<file path="config.mk">
export PLATFORM = sky130hd
export DESIGN_NAME = piezo_sound_arbiter_flat
export DESIGN_NICKNAME = d
export VERILOG_FILES = /design/src/rtl/piezo_sound_arbiter_if.sv /design/src/rtl/piezo_sound_arbiter.sv /design/src/flat_wrapper.sv
export SDC_FILE = /design/constraint.sdc
export NUM_CORES = 1
export LEC_CHECK = 0
export BUFFER_PORTS_ARGS = -buffer_cell sky130_fd_sc_hd__buf_2
export CAP_MARGIN = 20
export CORE_MARGIN = 4
export CORE_UTILIZATION = 25
export DETAILED_ROUTE_END_ITERATION = 10
export GPL_ROUTABILITY_DRIVEN = 1
export GPL_TIMING_DRIVEN = 0
export HOLD_SLACK_MARGIN = 0.1
export PLACE_DENSITY_LB_ADDON = 0.15
export SLEW_MARGIN = 20
export SYNTH_ARGS = -nofsm -noshare
export SYNTH_HDL_FRONTEND = slang
export SYNTH_SLANG_ARGS = --single-unit
export TNS_END_PERCENT = 100
</file>
<file path="constraint.sdc">
create_clock -name CLK -period 6.5 [get_ports CLK]
set_clock_uncertainty 0.1 [all_clocks]
set_input_delay 0.65 -clock CLK [delete_from_list [all_inputs] [get_ports CLK]]
set_output_delay 0.65 -clock CLK [all_outputs]
set_load 0.01 [all_outputs]
</file>
<file path="src/rtl/piezo_sound_arbiter_if.sv">
// ============================================================================
// piezo_sound_arbiter_if: sound request inputs and PIEZO/grant outputs.
// Rev 1.0
// ============================================================================
`default_nettype none

interface piezo_sound_arbiter_if;
  logic        tick_ms;
  logic        req_horn;
  logic        req_ess;
  logic        chime_start;
  logic        req_reverse;
  logic        turn_lamp;
  logic        engine_on;
  logic [13:0] rpm;
  logic        piezo_out;
  logic [2:0]  active_src;
  logic        busy;

  modport master (
    output tick_ms, req_horn, req_ess, chime_start, req_reverse,
           turn_lamp, engine_on, rpm,
    input  piezo_out, active_src, busy
  );

  modport slave (
    input  tick_ms, req_horn, req_ess, chime_start, req_reverse,
           turn_lamp, engine_on, rpm,
    output piezo_out, active_src, busy
  );
endinterface

`default_nettype wire

</file>
<file path="src/rtl/piezo_sound_arbiter.sv">
// ============================================================================
// piezo_sound_arbiter: fixed-priority sound source arbiter with pattern and tone generation.
// Rev 1.0
// ============================================================================
`default_nettype none

module piezo_sound_arbiter #(
  parameter int HORN_HALF     = 56818,
  parameter int ESS_HALF      = 25000,
  parameter int REV_HALF      = 31250,
  parameter int CLICK_HALF    = 12500,
  parameter int CHIME_HALF0   = 47778,
  parameter int CHIME_HALF1   = 37922,
  parameter int CHIME_HALF2   = 31888,
  parameter int ENG_BASE_HALF = 200000,
  parameter int ENG_MIN_HALF  = 60000
) (
  input  logic                  CLK,
  input  logic                  global_safe_rst,
  piezo_sound_arbiter_if.slave  bus
);

  typedef enum logic [2:0] {
    SRC_IDLE  = 3'd0,
    SRC_DRONE = 3'd1,
    SRC_CLICK = 3'd2,
    SRC_REV   = 3'd3,
    SRC_CHIME = 3'd4,
    SRC_ESS   = 3'd5,
    SRC_HORN  = 3'd6
  } src_t;

  localparam logic [9:0]  ESS_ON_MS     = 10'd100;
  localparam logic [9:0]  ESS_PERIOD_MS = 10'd200;
  localparam logic [9:0]  REV_ON_MS     = 10'd300;
  localparam logic [9:0]  REV_PERIOD_MS = 10'd600;
  localparam logic [9:0]  CLICK_MS      = 10'd20;
  localparam logic [9:0]  NOTE_MS       = 10'd150;
  localparam logic [1:0]  LAST_NOTE     = 2'd2;
  localparam logic [17:0] ENG_BASE      = 18'(ENG_BASE_HALF);
  localparam logic [17:0] ENG_MIN       = 18'(ENG_MIN_HALF);
  localparam logic [17:0] ENG_SPAN      = ENG_BASE - ENG_MIN;

  src_t        active_q;
  src_t        next_src;
  logic        busy_q;
  logic        turn_prev;
  logic        chime_pend;
  logic        click_pend;
  logic [9:0]  ms_cnt;
  logic [9:0]  ms_nxt;
  logic [1:0]  note;
  logic [1:0]  note_nxt;
  logic [17:0] tone_cnt;
  logic        tone;
  logic [17:0] eng_half;
  logic [17:0] eng_calc;
  logic [17:0] rpm_x16;
  logic [17:0] half_sel;
  logic        pattern_on;
  logic        click_rise;
  logic        chime_done;
  logic        click_done;
  logic        chime_eff;
  logic        click_eff;
  logic        chime_block;
  logic        click_block;
  logic        restart;
  logic        wrap;

  assign click_rise = bus.turn_lamp & ~turn_prev;
  assign chime_done = (active_q == SRC_CHIME) && bus.tick_ms &&
                      (ms_cnt == NOTE_MS - 10'd1) && (note == LAST_NOTE);
  assign click_done = (active_q == SRC_CLICK) && bus.tick_ms &&
                      (ms_cnt == CLICK_MS - 10'd1);

  // A finishing latch drops out of arbitration in its last cycle unless re-armed.
  assign chime_eff = chime_pend & ~(chime_done & ~bus.chime_start);
  assign click_eff = click_pend & ~(click_done & ~click_rise);

  // Any higher-priority request cancels a one-shot pattern outright.
  assign chime_block = bus.req_horn | bus.req_ess;
  assign click_block = bus.req_horn | bus.req_ess | chime_eff | bus.req_reverse;

  always_comb begin
    next_src = SRC_IDLE;
    if (bus.req_horn)         next_src = SRC_HORN;
    else if (bus.req_ess)     next_src = SRC_ESS;
    else if (chime_eff)       next_src = SRC_CHIME;
    else if (bus.req_reverse) next_src = SRC_REV;
    else if (click_eff)       next_src = SRC_CLICK;
    else if (bus.engine_on)   next_src = SRC_DRONE;
  end

  assign restart = (next_src != active_q) ||
                   (bus.chime_start && (active_q == SRC_CHIME) && (next_src == SRC_CHIME));

  assign rpm_x16  = {bus.rpm, 4'b0000};
  assign eng_calc = (rpm_x16 > ENG_SPAN) ? ENG_MIN : (ENG_BASE - rpm_x16);

  always_comb begin
    pattern_on = 1'b0;
    half_sel   = 18'(HORN_HALF);
    case (active_q)
      SRC_HORN: begin
        pattern_on = 1'b1;
        half_sel   = 18'(HORN_HALF);
      end
      SRC_ESS: begin
        pattern_on = (ms_cnt < ESS_ON_MS);
        half_sel   = 18'(ESS_HALF);
      end
      SRC_CHIME: begin
        pattern_on = 1'b1;
        case (note)
          2'd0:    half_sel = 18'(CHIME_HALF0);
          2'd1:    half_sel = 18'(CHIME_HALF1);
          default: half_sel = 18'(CHIME_HALF2);
        endcase
      end
      SRC_REV: begin
        pattern_on = (ms_cnt < REV_ON_MS);
        half_sel   = 18'(REV_HALF);
      end
      SRC_CLICK: begin
        pattern_on = 1'b1;
        half_sel   = 18'(CLICK_HALF);
      end
      SRC_DRONE: begin
        pattern_on = 1'b1;
        half_sel   = eng_half;
      end
      default: begin
        pattern_on = 1'b0;
        half_sel   = 18'(HORN_HALF);
      end
    endcase
  end

  assign wrap = (tone_cnt >= half_sel - 18'd1);

  always_comb begin
    ms_nxt   = ms_cnt;
    note_nxt = note;
    if (bus.tick_ms) begin
      case (active_q)
        SRC_ESS:   ms_nxt = (ms_cnt == ESS_PERIOD_MS - 10'd1) ? 10'd0 : ms_cnt + 10'd1;
        SRC_REV:   ms_nxt = (ms_cnt == REV_PERIOD_MS - 10'd1) ? 10'd0 : ms_cnt + 10'd1;
        SRC_CLICK: begin
          if (ms_cnt != CLICK_MS - 10'd1) ms_nxt = ms_cnt + 10'd1;
        end
        SRC_CHIME: begin
          if (ms_cnt == NOTE_MS - 10'd1) begin
            ms_nxt = 10'd0;
            if (note != LAST_NOTE) note_nxt = note + 2'd1;
          end else begin
            ms_nxt = ms_cnt + 10'd1;
          end
        end
        default: ms_nxt = ms_cnt;
      endcase
    end
  end

  always_ff @(posedge CLK or posedge global_safe_rst) begin
    if (global_safe_rst) begin
      active_q   <= SRC_IDLE;
      busy_q     <= 1'b0;
      turn_prev  <= 1'b0;
      chime_pend <= 1'b0;
      click_pend <= 1'b0;
      ms_cnt     <= 10'd0;
      note       <= 2'd0;
      tone_cnt   <= 18'd0;
      tone       <= 1'b0;
      eng_half   <= 18'd0;
    end else begin
      turn_prev <= bus.turn_lamp;

      if (bus.chime_start)              chime_pend <= 1'b1;
      else if (chime_done | chime_block) chime_pend <= 1'b0;

      if (click_rise)                   click_pend <= 1'b1;
      else if (click_done | click_block) click_pend <= 1'b0;

      active_q <= next_src;
      busy_q   <= (next_src != SRC_IDLE);

      // A new grant starts from a clean ON phase; any tick this cycle is dropped.
      if (restart) begin
        ms_cnt   <= 10'd0;
        note     <= 2'd0;
        tone_cnt <= 18'd0;
        tone     <= 1'b0;
        eng_half <= eng_calc;
      end else begin
        ms_cnt <= ms_nxt;
        note   <= note_nxt;
        if (!pattern_on) begin
          tone_cnt <= 18'd0;
          tone     <= 1'b0;
        end else if (wrap) begin
          tone_cnt <= 18'd0;
          tone     <= ~tone;
          // rpm only takes effect at a wrap so a drone half-period is never cut short.
          if (active_q == SRC_DRONE) eng_half <= eng_calc;
        end else begin
          tone_cnt <= tone_cnt + 18'd1;
        end
      end
    end
  end

  assign bus.piezo_out  = tone & pattern_on;
  assign bus.active_src = active_q;
  assign bus.busy       = busy_q;

endmodule

`default_nettype wire

</file>
<file path="src/flat_wrapper.sv">
// flat-port wrapper written by rule: the top's interface ports become plain ports
module piezo_sound_arbiter_flat 
#(
  parameter int HORN_HALF     = 56818,
  parameter int ESS_HALF      = 25000,
  parameter int REV_HALF      = 31250,
  parameter int CLICK_HALF    = 12500,
  parameter int CHIME_HALF0   = 47778,
  parameter int CHIME_HALF1   = 37922,
  parameter int CHIME_HALF2   = 31888,
  parameter int ENG_BASE_HALF = 200000,
  parameter int ENG_MIN_HALF  = 60000
)
  (CLK, global_safe_rst, bus_tick_ms, bus_req_horn, bus_req_ess, bus_chime_start, bus_req_reverse, bus_turn_lamp, bus_engine_on, bus_rpm, bus_piezo_out, bus_active_src, bus_busy);
  piezo_sound_arbiter_if bus_i ();
  input  logic CLK;
  input  logic global_safe_rst;
  input wire logic [$bits(bus_i.tick_ms)-1:0] bus_tick_ms;
  input wire logic [$bits(bus_i.req_horn)-1:0] bus_req_horn;
  input wire logic [$bits(bus_i.req_ess)-1:0] bus_req_ess;
  input wire logic [$bits(bus_i.chime_start)-1:0] bus_chime_start;
  input wire logic [$bits(bus_i.req_reverse)-1:0] bus_req_reverse;
  input wire logic [$bits(bus_i.turn_lamp)-1:0] bus_turn_lamp;
  input wire logic [$bits(bus_i.engine_on)-1:0] bus_engine_on;
  input wire logic [$bits(bus_i.rpm)-1:0] bus_rpm;
  output wire logic [$bits(bus_i.piezo_out)-1:0] bus_piezo_out;
  output wire logic [$bits(bus_i.active_src)-1:0] bus_active_src;
  output wire logic [$bits(bus_i.busy)-1:0] bus_busy;
  assign bus_i.tick_ms = bus_tick_ms;
  assign bus_i.req_horn = bus_req_horn;
  assign bus_i.req_ess = bus_req_ess;
  assign bus_i.chime_start = bus_chime_start;
  assign bus_i.req_reverse = bus_req_reverse;
  assign bus_i.turn_lamp = bus_turn_lamp;
  assign bus_i.engine_on = bus_engine_on;
  assign bus_i.rpm = bus_rpm;
  assign bus_piezo_out = bus_i.piezo_out;
  assign bus_active_src = bus_i.active_src;
  assign bus_busy = bus_i.busy;
  piezo_sound_arbiter #(.HORN_HALF(HORN_HALF), .ESS_HALF(ESS_HALF), .REV_HALF(REV_HALF), .CLICK_HALF(CLICK_HALF), .CHIME_HALF0(CHIME_HALF0), .CHIME_HALF1(CHIME_HALF1), .CHIME_HALF2(CHIME_HALF2), .ENG_BASE_HALF(ENG_BASE_HALF), .ENG_MIN_HALF(ENG_MIN_HALF)) u_core (.CLK(CLK), .global_safe_rst(global_safe_rst), .bus(bus_i));
endmodule
</file>
---- Word level (Yosys, flattened, before mapping) ----
Index checks and enable logic that the tools add are counted.
cells by class
  add/subtract/negate cells ............... 5
  multipliers ............................. 0
  divide/modulo/power cells ............... 0
  $lt $le $gt $ge ......................... 4
  equal/unequal tests ..................... 18
  shift-type cells ........................ 0
  mux-type cells .......................... 36
  bitwise gates (word level) .............. 17
  reductions and logical operators ........ 24
operator list
  cell                                                                            count
  18-bit 2-to-1 mux                                                               8
  18-bit case mux with 5 select lines                                             1
  10-bit 2-to-1 mux                                                               6
  10-bit case mux with 4 select lines                                             1
  16-bit case mux with 2 select lines                                             1
  10-bit by 8-bit equality test with 1-bit output (second input constant)         2
  18-bit by 1-bit adder with 18-bit output (second input constant)                1
  18-bit greater-or-equal comparator                                              1
  18-bit greater-than comparator (second input constant)                          1
  2-bit nonzero test                                                              9
  18-bit by 1-bit subtractor with 18-bit output (second input constant)           1
  18-bit subtractor (first input constant)                                        1
  3-bit 2-to-1 mux                                                                5
  3-bit equality test (second input constant)                                     4
  10-bit by 1-bit adder with 10-bit output (second input constant)                1
  10-bit equality test (second input constant)                                    1
  10-bit by 5-bit equality test with 1-bit output (second input constant)         1
  10-bit by 7-bit less-than comparator with 1-bit output (second input constant)  1
  10-bit by 9-bit less-than comparator with 1-bit output (second input constant)  1
  2-bit 2-to-1 mux                                                                5
  10-bit by 5-bit != test with 1-bit output (second input constant)               1
  1-bit 2-to-1 mux                                                                8
  1-bit logical AND                                                               7
  1-bit AND                                                                       6
  19 further kinds                                                                30
word-level totals
  register bits ........................... 56
  latch bits .............................. 0
  bits in writable memories ............... 0
  memory bits (read-only) ................. 0
  input bits .............................. 23
  output and inout port bits .............. 5
  word-level logic and storage cells ...... 114
  memories kept ........................... 0

---- Longest topological paths before layout ----
Gate-level depths: netlist of the first run.
  word-level depth ........................ 16
  depth in mapped cells ................... 21
  depth with buffers taken out ............ 21

---- Least setup slack after synthesis of the first run ----
Ideal clock, no wire load.
  kind .................................... flip-flop to flip-flop
  start ................................... register u_core.active_q[2], in the netlist u_core.bus.active_src[2]
  end ..................................... register u_core.eng_half[10]
  setup time .............................. 125 ps
  data arrival time ....................... 4,461 ps
  data required time ...................... 6,275 ps
  setup slack ............................. 1,814 ps
  stages on the path, launching flop included .. 21
  buffers on the path ..................... 3
  period minus slack after synthesis ...... 4,686 ps
  path through ............................ dfrtp_1 clkbuf_1 clkbuf_1 a21oi_1 o21ai_0 ha_1 nand2b_1 a221oi_1 o21a_1 nand4_1 nor3_1 and3b_1 o21ai_0 ha_1 o21a_1 o21ai_0 a2111oi_0 o21ai_0 nand3b_4 buf_6 mux2_4
between the ends
  cells in the longest elaborated chain, start to end .. 16
  elaborated cells between the ends (all ways) .. 37
  those cells by class .................... add/sub (1); order compare (1); eq/ne (8); mux (8); bitwise (6); reduce/logical (13)
RTL lines
  item                                                                                                    line                        text
  from (decl)                                                                                             piezo_sound_arbiter.sv:44   src_t active_q;
  from (signal assigned)                                                                                  piezo_sound_arbiter.sv:186  active_q <= next_src;
  parallel branches: the longest is 16 deep, another holds 18-bit by 1-bit subtractor with 18-bit output  n/a
  to (signal assigned)                                                                                    piezo_sound_arbiter.sv:195  eng_half <= eng_calc;
  to (signal assigned)                                                                                    piezo_sound_arbiter.sv:206  if (active_q == SRC_DRONE) eng_half <= eng_calc;
  to (decl)                                                                                               piezo_sound_arbiter.sv:56   logic [17:0] eng_half;
Several ways; the timed one is not identified.
A chain may end at the register's enable or synchronous reset.

---- Worst setup path after layout of the first run ----
  start ................................... register u_core.active_q[2], in the netlist u_core.bus.active_src[2]
  end ..................................... register u_core.eng_half[9]
The elaborated chain is that of the path after synthesis.

==> reports/metrics.yaml, run 1 <==
placement:
  port_buffers: 26
  post-place-ws_ps: 731
  gp_congestion: 0.839
  place_area_um2: 4430
  dp.cells: 702
  place_hpwl_um: 8140
floorplanning:
  dieArea_um2: 18200
  io_pins: 28
  die_y_um: 135
  start_util: 0.254
  rows: 46
  die_w_um: 135
  core_area_um2: 15800
layout:
  drive_gt1_frac: 0.132
  final_area_um2: 4580
  syn_to_final_growth_pct: 13.6
  final_nets: 544
  diodes: 0
  stdcell_count: 710
sta:
  fmax_mhz: 173
  rsz0062_at_grt: "no"
  tns_ps: 0
  fin_crit_sh: 0.887
  hold_violations: 0
  slew_viol_final: 0
  tightest_slew_ps: 946
  min_period_ps: 5760
  setup_viol: 0
  whs_ps: 349
  max-slew-margin-rel: 0.361
  fin_ws_ps: 736
synth:
  synth_ff_type: "dfrtp_1"
  syn_nets: 511
  ys_ff_latch: 52
  synth_edf_count: 0
  yosysWarningCount: 0
  synth-seq-area-share: 0.323
  ys_types: 64
  synthCells: 460
  async_flop_share: 1.00
  syn_avg_cell_area_um2: 8.76
  syn_area_um2: 4030
critical_path:
  worstPathArrival_ps: 5850
  crit_required_ps: 6580
  path_cells: "clkbuf_1 > clkbuf_1 > a21oi_1 > o21ai_0 > ha_1 > nand2b_1 > a221oi_1 > o21a_1 > nand4_1 > nor3_1 > and3b_1 > o21ai_0 > ha_1 > o21a_1 > o21ai_0 > a2111oi_0 > o21ai_0 > nand3b_4 > buf_6 > mux2_4"
  critPathMaxStageDelay_ps: 490
  cp_top_family: "compound AO/OA/AOI/OAI gates"
  crit_top_cell: "o21ai_0"
  path_buf_inv: 3
  slowest_stage: "a221oi_1"
  crit_type: "flip-flop to flip-flop"
  end_kind: "flip-flop"
  worstReg2RegStart: "u_core.bus.active_src[2]$_DFF_PP0_"
  cp-start-kind: "flip-flop"
  worstPathMaxFanout: 10
  cp-startpoint: "u_core.bus.active_src[2]$_DFF_PP0_"
routing:
  vias: 3387
  drt_wl_total_um: 10400
  drc: 0
  ant_nets: 0
  detail_route.wl_per_cell_um: 14.6
  vias_per_cell: 4.77
  dr.pass1.iters: 4
  drtIter0Drc: 157
clocking:
  cts_tree: "yes"
  cts_made_buffers: 5
  ctsResizeCount: 0
  cts_hold_buf: 0
  post_cts.repair.setup_buffers: 0
  clock-sinks: 52
  clkLatencyLatePin_ps: 300
  cts_root_buffer: "clkbuf_16"
  path_clk_slew_ps: 70
  cts-htree-levels: 2
  clockBufferDepth: 2
min_path:
  min_path_type: "input port to async pin"
grt:
  grtUsageTotal: 0.120
  grt_max_degree: 53
  overflow: 0
  grt_pass1_vias: 3418
  grt_pass1_wl_um: 17500
  antenna_found_initial: 0
flow_run:
  cap_violations: 0
power:
  power.leakage_uw: 0.00190
  powerDensity_nw_per_um2: 169
  max-vdd-ir-drop_uv: 96.3
status:
  status: "completed"
cell type report:
cell class	count	area, µm²
Tap cell	216	270
Sequential cell	52	1300
Inverter	21	81.3
Clock buffer	6	129
Multi-Input combinational cell	371	2570
Fill cell	1719	11300
Buffer	16	78.8
Timing Repair Buffer	26	130
Clock inverter	2	16.3
synth_stat cells (5+ instances only):
master | instances | area share
nor2_1 | 61 | 0.057
dfrtp_1 | 52 | 0.32
nand2_1 | 32 | 0.030
ha_1 | 28 | 0.087
o21ai_0 | 25 | 0.031
xnor2_1 | 22 | 0.048
xor2_1 | 22 | 0.048
inv_1 | 21 | 0.020
a21oi_1 | 20 | 0.025
nor3_1 | 16 | 0.020
nand3_1 | 15 | 0.019
nand4_1 | 12 | 0.019
clkbuf_1 | 11 | 0.010
o21a_1 | 8 | 0.015
nand2b_1 | 7 | 0.011
nor2b_1 | 7 | 0.011
a21o_1 | 6 | 0.011
mux2_4 | 6 | 0.022
mux2i_1 | 6 | 0.015
and3_1 | 5 | 0.0078
nor4_1 | 5 | 0.0078
logic make-up (layout without fill, tap and decap cells):
family / after synthesis / after routing / share of synthesized area
AO/OA/AOI/OAI: 96 / 96 / 0.160
XOR/XNOR: 44 / 44 / 0.0957
adder cells (fa/ha/maj): 28 / 28 / 0.0870
buffers and inverters: 37 / 71 / 0.0391
flip-flops: 52 / 52 / 0.323
multiplexers: 17 / 17 / 0.0541
AND/OR/NAND/NOR: 186 / 186 / 0.241
power breakdown:
part	switching, µW	internal, µW
clock network	122	144
registers	12.5	339
logic	91.7	64.0
total	227	547
registers in the layout, indices dropped and copies added, names as in the netlist:
name / cells
u_core.bus.busy: 1
u_core.bus.active_src: 3
u_core.eng_half: 14
u_core.tone_cnt: 18
u_core.ms_cnt: 10
u_core.turn_prev: 1
u_core.chime_pend: 1
u_core.tone: 1
u_core.note: 2
u_core.click_pend: 1
placed cells by master (no fill, tap or decap), types with 8 or more instances in the layout:
cell type | netlist | routed
ha_1 | 28 | 28
a21oi_1 | 20 | 20
dfrtp_1 | 52 | 52
nand4_1 | 12 | 12
clkbuf_1 | 11 | 12
xnor2_1 | 22 | 22
o21ai_0 | 25 | 25
inv_1 | 21 | 20
nor2_1 | 61 | 61
nand3_1 | 15 | 15
xor2_1 | 22 | 22
nand2_1 | 32 | 32
o21a_1 | 8 | 8
nor3_1 | 16 | 16
buf_2 | 3 | 29
metal layers:
| metal | wire length [µm] | track usage |
|---|---|---|
| met4 | 230 | 0.0475 |
| met3 | 337 | 0.0209 |
| met5 | 0 | 0 |
| met2 | 4500 | 0.179 |
| met1 | 5280 | 0.172 |
per-stage QoR:
step	total power, µW	util
after CTS	790	0.289
after global placement	514	0.280
after global routing	823	0.289
after floorplan	466	-
after detailed placement	516	0.280
final	773	0.289
path summary, 6_finish.rpt:
path / end / slack, ps / depth (start not counted)
max in group asynchronous: u_core.eng_half[9]$_DFFE_PP0P_ / 5480 / 2
hold / removal: u_core.ms_cnt[2]$_DFFE_PP0P_ / 350 / 2
min in group CLK: u_core.turn_prev$_DFF_PP0_ / 370 / 1
hold reg to reg: u_core.eng_half[13]$_DFFE_PP0P_ / 410 / 1
setup / recovery: u_core.eng_half[9]$_DFFE_PP0P_ / 740 / 20
setup reg to reg: u_core.eng_half[9]$_DFFE_PP0P_ / 740 / 20
Note: power is estimated with default switching activity, not from simulation.
==> run 2, diff against run 1 <==
Settings changed: CORE_ASPECT_RATIO from default to 2.
==> run 2 against run 1 <==
- sequential power rose by 1%
- core utilization is essentially flat
- clock power rose by 5%
- combinational power rose by 3%
- worst setup slack lost 180 ps
- clock-buffer cell count stayed put
- critical path depth did not move
- first-iteration DRC count increased by 0.64%
- sequential cell count is the same
- die area rose by 0.68%
- critical endpoint is now u_core.eng_half[17]$_DFFE_PP0P_
- largest cell class unchanged
- largest power group unchanged
==> reports/metrics.yaml, run 2 (same netlist as run 1, synthesis figures left out) <==
status:
  status: "completed"
critical_path:
  crit_type: "flip-flop to flip-flop"
  worstPathMaxFanout: 10
  cp-start-kind: "flip-flop"
  end_kind: "flip-flop"
  worstPathArrival_ps: 6030
  crit_required_ps: 6580
routing:
  drc: 0
  vias: 3462
  detail_route.wl_per_cell_um: 17.2
  ant_nets: 0
  dr.pass1.iters: 5
  drt_wl_total_um: 12000
  drtIter0Drc: 158
  vias_per_cell: 4.98
placement:
  dp.cells: 687
  port_buffers: 26
  place_hpwl_um: 9700
  gp_congestion: 0.853
power:
  powerDensity_nw_per_um2: 174
  netSwitchingFraction: 0.303
  max-vdd-ir-drop_uv: 95.7
  combPwrFrac: 0.202
  switching_power_uw: 241
  power.internal_uw: 555
  seqPwrFrac: 0.447
  power.leakage_uw: 0.00191
  p_clk_frac: 0.351
layout:
  final_nets: 544
  largest_registers: "u_core.tone_cnt (18), u_core.eng_half (14), u_core.ms_cnt (10)"
  ff_latch_area_um2: 1300
  stdcell_count: 695
  diodes: 0
  mostFrequentLayoutCell: "nor2_1"
  layout_common_cells: "nor2_1 (61), dfrtp_1 (52), nand2_1 (32)"
  multi_input_area_um2: 2580
  drive_gt1_frac: 0.136
  fill_cells: 1753
  top_register: "u_core.tone_cnt"
  syn_to_final_growth_pct: 13.4
  largest_reg_flops: 18
clocking:
  clockBufferDepth: 2
  path_clk_slew_ps: 70
  cts_made_buffers: 5
  clock-sinks: 52
  cts-htree-levels: 2
  cts_root_buffer: "clkbuf_16"
  cts_hold_buf: 0
  cts_tree: "yes"
  clkLatencyLatePin_ps: 300
floorplanning:
  rows: 65
  core_area_um2: 15800
  start_util: 0.255
  io_pins: 28
  dieArea_um2: 18300
  die_y_um: 188
  die_w_um: 97.8
grt:
  grt_pass1_wl_um: 19200
  grtUsageTotal: 0.133
  antenna_found_initial: 0
  grt_max_degree: 53
  overflow: 0
  grt_pass1_vias: 3559
sta:
  fmax_mhz: 168
  rsz0062_at_grt: "no"
  max-slew-margin-rel: 0.239
  tightest_slew_ps: 1130
  tns_ps: 0
  hold_violations: 0
  min_period_ps: 5950
  fin_crit_sh: 0.915
  slew_viol_final: 0
  setup_viol: 0
min_path:
  min_path_type: "input port to async pin"
flow_run:
  cap_violations: 0
-- run 2: what timing repair did --
action                                  in CTS  in global routing
endpoints found under the setup margin       0                 24
resized for setup                            0                  2
buffers inserted                             0                  0
-- run 2: metal layers --
metal,vias up,part of all wire,global-route usage
met5,-,0,0
met4,0,0.038,0.0661
met3,18,0.018,0.0108
met2,61,0.59,0.269
met1,1688,0.35,0.129
li1,1695,-,-
-- run 2: power by group through the flow --
| stage | clock network [µW] | registers, µW | logic, µW |
|---|---|---|---|
| after global placement | 0 | 363 | 159 |
| after global routing | 303 | 358 | 177 |
| after detailed placement | 0 | 363 | 161 |
| after floorplan | 0 | 354 | 112 |
| after CTS | 292 | 357 | 162 |
| final | 279 | 356 | 161 |
-- run 2: worst max-delay path, stage by stage (launching register included) --
cell      delay [ps]
dfrtp_1          420
clkbuf_1         420
clkbuf_1         410
a21oi_1          190
o21ai_0          380
ha_1             270
nand2b_1          80
a221oi_2         370
o21a_1           190
nand4_1          220
nor3_1           450
a21boi_0         140
o21ai_0          230
ha_1             280
o21a_1           100
o21ai_0          300
o21ai_0          200
o21ai_0          370
nand3b_4         190
buf_6            210
mux2_4           300
-- run 2: stage by stage --
stage          hold slack, ps  cell area [µm²]  setup slack [ps]   util  power, µW
2_1_floorplan             367             4030              1810      -        466
3_3_place_gp              415             4410               381  0.279        521
3_5_place_dp              424             4410               363  0.280        524
4_1_cts                   350             4560               308  0.289        811
5_1_grt                   357             4570              15.6  0.290        837
6_report                  344             4570               552  0.290        796
-- run 2: worst paths after layout --
kind	startpoint	to	slack (ps)	cells after the start
max	u_core.bus.active_src[2]$_DFF_PP0_	u_core.eng_half[17]$_DFFE_PP0P_	550	20
max reg2reg	u_core.bus.active_src[2]$_DFF_PP0_	u_core.eng_half[17]$_DFFE_PP0P_	550	20
min in group CLK	bus_turn_lamp	u_core.turn_prev$_DFF_PP0_	360	1
min reg2reg	u_core.eng_half[7]$_DFFE_PP0P_	u_core.eng_half[7]$_DFFE_PP0P_	430	1
min	global_safe_rst	u_core.bus.busy$_DFF_PP0_	340	2
max in group asynchronous	global_safe_rst	u_core.eng_half[13]$_DFFE_PP0P_	5460	2
-- run 2: cell type report --
cell class / count / area share
Multi-Input combinational cell: 371 / 0.564
Sequential cell: 52 / 0.285
Tap cell: 201 / 0.0551
Clock buffer: 6 / 0.0304
Timing Repair Buffer: 26 / 0.0285
Inverter: 21 / 0.0178
Buffer: 16 / 0.0173
Clock inverter: 2 / 0.00219
